### src/rtl/uart_tx_queue.sv
// uart_tx_queue
// Byte FIFO in front of a UART sender.  Bytes written from the bus side are
// queued and handed to the sender one at a time.  Each hand-off is a
// one-cycle tx_en pulse.  The next byte is only offered after the sender
// has gone busy and then returned to free (tx_status 1->0->1).
//
// Ports
//   sysclk    : system clock, all state updates on the rising edge
//   reset     : synchronous, active-low reset
//   wr_en     : write strobe, one byte per asserted cycle
//   wr_data   : byte to enqueue
//   clr_ovf   : clears the sticky overflow flag
//   tx_status : sender status, 1 = free, 0 = transmitting
//   tx_data   : byte presented to the sender, held for the whole hand-off
//   tx_en     : one-cycle load pulse to the sender
//   full      : FIFO holds DEPTH bytes
//   empty     : FIFO holds no bytes
//   count     : number of bytes queued, 0..DEPTH
//   overflow  : sticky, set when a write was dropped because the FIFO was full
//   busy      : FIFO non-empty or a hand-off still in progress
module uart_tx_queue #(
    parameter int DEPTH = 8,
    parameter int AW    = 3
) (
    input  logic          sysclk,
    input  logic          reset,
    input  logic          wr_en,
    input  logic [7:0]    wr_data,
    input  logic          clr_ovf,
    input  logic          tx_status,
    output logic [7:0]    tx_data,
    output logic          tx_en,
    output logic          full,
    output logic          empty,
    output logic [AW:0]   count,
    output logic          overflow,
    output logic          busy
);

    typedef enum logic [1:0] {
        IDLE,
        LOAD,
        WAIT_BUSY,
        WAIT_DONE
    } state_t;

    localparam logic [AW:0] DEPTH_C = (AW + 1)'(DEPTH);

    state_t        state;
    state_t        state_nxt;
    logic [7:0]    mem [DEPTH];
    logic [AW-1:0] wptr;
    logic [AW-1:0] rptr;
    logic          wr_ok;
    logic          pop;

    // full is taken from the registered count, so a write in the same cycle
    // as a pop is still dropped when the FIFO was full at the edge.
    assign full  = (count == DEPTH_C);
    assign empty = (count == '0);
    assign wr_ok = wr_en && !full;
    assign busy  = !empty || (state != IDLE);

    // Storage carries no reset; the write is suppressed during reset so a
    // strobe in the reset cycle leaves no trace.
    always_ff @(posedge sysclk) begin
        if (reset && wr_ok) begin
            mem[wptr] <= wr_data;
        end
    end

    // Pointers and count.  Pointers wrap naturally at DEPTH (power of two).
    always_ff @(posedge sysclk) begin
        if (!reset) begin
            wptr  <= '0;
            rptr  <= '0;
            count <= '0;
        end else begin
            if (wr_ok) begin
                wptr <= wptr + 1'b1;
            end
            if (pop) begin
                rptr <= rptr + 1'b1;
            end
            unique case ({wr_ok, pop})
                2'b10:   count <= count + 1'b1;
                2'b01:   count <= count - 1'b1;
                default: count <= count;
            endcase
        end
    end

    // Sticky overflow: a dropped write beats a simultaneous clear.
    always_ff @(posedge sysclk) begin
        if (!reset) begin
            overflow <= 1'b0;
        end else if (wr_en && full) begin
            overflow <= 1'b1;
        end else if (clr_ovf) begin
            overflow <= 1'b0;
        end
    end

    // tx_data is only loaded on the IDLE->LOAD edge and is otherwise held.
    always_ff @(posedge sysclk) begin
        if (!reset) begin
            tx_data <= 8'h00;
        end else if (pop) begin
            tx_data <= mem[rptr];
        end
    end

    always_ff @(posedge sysclk) begin
        if (!reset) begin
            state <= IDLE;
        end else begin
            state <= state_nxt;
        end
    end

    // Hand-off sequencing.  WAIT_BUSY and WAIT_DONE together require a full
    // 1->0->1 cycle on tx_status before another byte may be popped.
    always_comb begin
        state_nxt = state;
        pop       = 1'b0;
        tx_en     = 1'b0;
        unique case (state)
            IDLE: begin
                if (!empty && tx_status) begin
                    pop       = 1'b1;
                    state_nxt = LOAD;
                end
            end
            LOAD: begin
                tx_en     = 1'b1;
                state_nxt = WAIT_BUSY;
            end
            WAIT_BUSY: begin
                if (!tx_status) begin
                    state_nxt = WAIT_DONE;
                end
            end
            WAIT_DONE: begin
                if (tx_status) begin
                    state_nxt = IDLE;
                end
            end
            default: begin
                state_nxt = IDLE;
            end
        endcase
    end

endmodule

### config.mk
export PLATFORM = sky130hd
export DESIGN_NAME = uart_tx_queue
export DESIGN_NICKNAME = d
export VERILOG_FILES = /design/src/rtl/uart_tx_queue.sv
export SDC_FILE = /design/constraint.sdc
export NUM_CORES = 1
export LEC_CHECK = 0
export ABC_AREA = 0
export CAP_MARGIN = 20
export CORE_MARGIN = 3
export CORE_UTILIZATION = 56
export DETAILED_ROUTE_END_ITERATION = 16
export HOLD_SLACK_MARGIN = 0.15
export PLACE_DENSITY = 0.9
export SKIP_CTS_REPAIR_TIMING = 1
export SYNTH_ARGS = -nofsm -noshare
export SYNTH_HDL_FRONTEND = slang
export SYNTH_SLANG_ARGS = --single-unit
export TNS_END_PERCENT = 30
### constraint.sdc
create_clock -name sysclk -period 7.3 [get_ports sysclk]
set_clock_uncertainty 0.15 [all_clocks]
set_input_delay 1.095 -clock sysclk [delete_from_list [all_inputs] [get_ports sysclk]]
set_output_delay 1.095 -clock sysclk [all_outputs]
set_load 0.05 [all_outputs]
==> impl_metrics.toml <==
[sta]
finalHoldViolCount = 0
setup_tns_ns = 0
drv_slew = 0
fmax_mhz = 274
worst_slew_pin_slew_ns = 0.916
rsz0062_at_grt = "false"
max-slew-margin-rel_pct = 38.7
setup_violations = 0
min_period_over_period_pct = 49.9
period_needed_ns = 3.64

[critical_path]
startpoint = "count[1]$_SDFFE_PN0P_"
max_stage_delay_ns = 0.80
required_ns = 6.05
crit_path_start_kind = "register"
r2r_start = "count[1]$_SDFFE_PN0P_"
setup.worst_path.class = "register to primary output"
cp-end-kind = "primary output"
cp_slowest_cell = "clkdlybuf4s50_1"
worstPathCellList = "or4b_1, inv_1, clkdlybuf4s50_1"
crit_fanout = 10
cp_data_arrival_time_ns = 2.40

[final_layout]
nets = 275
diodes = 0
layout_common_cells = "64 x edfxtp_1, 29 x clkdlybuf4s50_1, 21 x dfxtp_1"
multiInputGateArea_sq_mm = 0.00106
register_area_sq_mm = 0.00234
syn2layout_area_growth_pct = 15.2
finalInstanceArea_sq_mm = 0.00402
final_common_cell = "edfxtp_1"
num-fill-cells = 411
drive_above_1_share_pct = 16.0

[clock_network]
h-tree-depth = 3
cts_buffers = 9
clockRootBuffer = "clkbuf_8"
cts_tree = "built"
clock_path_buffers = 2
clkTransAtPathRegs_ns = 0.08
insertion_delay_ns = 0.35
cts.sinks = 85

[worst_hold_path]
min_from = "tx_data[7]$_SDFFE_PN0P_"
min-delay-path-class = "register to register"

[synthesis]
yosysUniqueCellTypes = 39
syn-cell-area_sq_mm = 0.00349
async_flop_share_pct = 0
synth_edf_count = 64
synth_ff_type = "edfxtp_1"
synth_nets = 238
synth-seq-cells = 85
yosys_warnings = 0
ys_seq_area_share_pct = 67.2
syn_area_per_cell_sq_um = 16.2
synthCells = 215

[route]
vias = 1961
wl_met2_um = 3080
dr.pass1.iters = 4
wl_met1_um = 2520
wirelength_um = 6170
avgRoutedWirePerCell_um = 18.6
top_layer_used = "met4"
drt_iter0_drc = 145
drtAntennaViolNets = 0
viasPerCell = 5.91
wl_met3_um = 472
drc = 0

[grt]
grt_pass1_wl_um = 10200
overflow = 0
antenna_found_initial = 0
grt.total_usage_pct = 19.1
grt_pass1_vias = 1980
grt_start_max_net_pins = 27

[power_and_ir_drop]
power_mw = 1.38
worst_ir_drop_vdd_uv = 264
power.density_mw_per_mm2 = 345
p_leak_nw = 1.35

[floorplan]
dieArea_sq_mm = 0.00721
num_rows = 28
pin_count = 30
dieWidth_um = 84.9
die-height_um = 84.9
start_util_pct = 58.2
coreArea_sq_mm = 0.00599

[placed_design]
place_hpwl_um = 4090
gp_congestion = 0.831
numPortBuffers = 29
dpl_cell_area_sq_mm = 0.00385

[run_status]
outcome = "finished, final reports clean"

[job]
max_cap_viol_count = 0
[state kept, by name (all words and copies together) (netlist names)]
register	flops
state	2
tx_data	8
wptr	3
mem	64
rptr	3
overflow	1
count	4
[through the flow]
stage	setup slack, ns	instances	utilization (%)	hold WS [ns]
floorplan	3.03	215	-	0.355
global placement	3.36	315	64.2	0.350
detailed placement	3.26	315	64.2	0.352
CTS	3.63	331	66.9	0.373
global route	3.56	332	67.0	0.410
finish	3.66	332	67.0	0.370
[cells in the mapped netlist (4+ instances only)]
cell type | number | area [sq um]
nor3_1 | 4 | 20.0
xnor2_1 | 4 | 35.0
and2_1 | 5 | 31.3
mux4_2 | 16 | 360
nor2_1 | 11 | 41.3
nand2_1 | 7 | 26.3
ha_1 | 10 | 125
nor2b_1 | 6 | 37.5
mux2i_1 | 4 | 40.0
edfxtp_1 | 64 | 1920
nand3_1 | 5 | 25.0
dfxtp_1 | 21 | 420
o21ai_0 | 11 | 55.1
o22ai_1 | 8 | 50.1
inv_1 | 4 | 15.0
[critical path: cells and delay by family, from the launching register on]
kind	cells	cell delay [ns]
flops	1	0.40
buf+inv	2	0.93
simple gates	1	0.71
[area by class of cell]
class / count / share of cell area [%]
clock buffers: 12 / 3.37
flip-flops and latches: 85 / 58.3
inverters: 4 / 0.374
clock inverters: 4 / 0.654
repair buffers: 36 / 8.48
well taps: 75 / 2.34
multi-input cells: 116 / 26.5
[where the power goes]
part | switching, mW | internal, mW | leakage (nW)
clock | 0.153 | 0.123 | 0.0803
sequential | 0.0415 | 0.565 | 0.750
combinational | 0.297 | 0.205 | 0.516
total | 0.491 | 0.893 | 1.35
[per-layer routing]
metal	up-vias	GRT usage [%]
met3	10	5.53
met4	0	7.63
met5	-	0
met1	965	25.5
li1	908	-
met2	78	29.8
[cell families (layout without fill, tap and decap cells)]
group	Yosys count	after routing	share of synthesized area, %
fa+ha+maj	10	10	3.59
buf+inv	14	56	2.33
mux	21	21	11.8
xor+xnor	7	7	1.76
compound gates	27	27	4.81
flops	85	85	67.2
simple gates	51	51	8.51
[path summary, 6_finish.rpt]
kind         slack, ns  cells past startpoint                      end
min               0.37                      2  tx_data[7]$_SDFFE_PN0P_
max reg2reg       4.54                      9    count[2]$_SDFFE_PN0P_
min reg2reg       0.37                      2  tx_data[7]$_SDFFE_PN0P_
max               3.66                      3                     full
No activity file was read; power rests on OpenSTA's default activity.
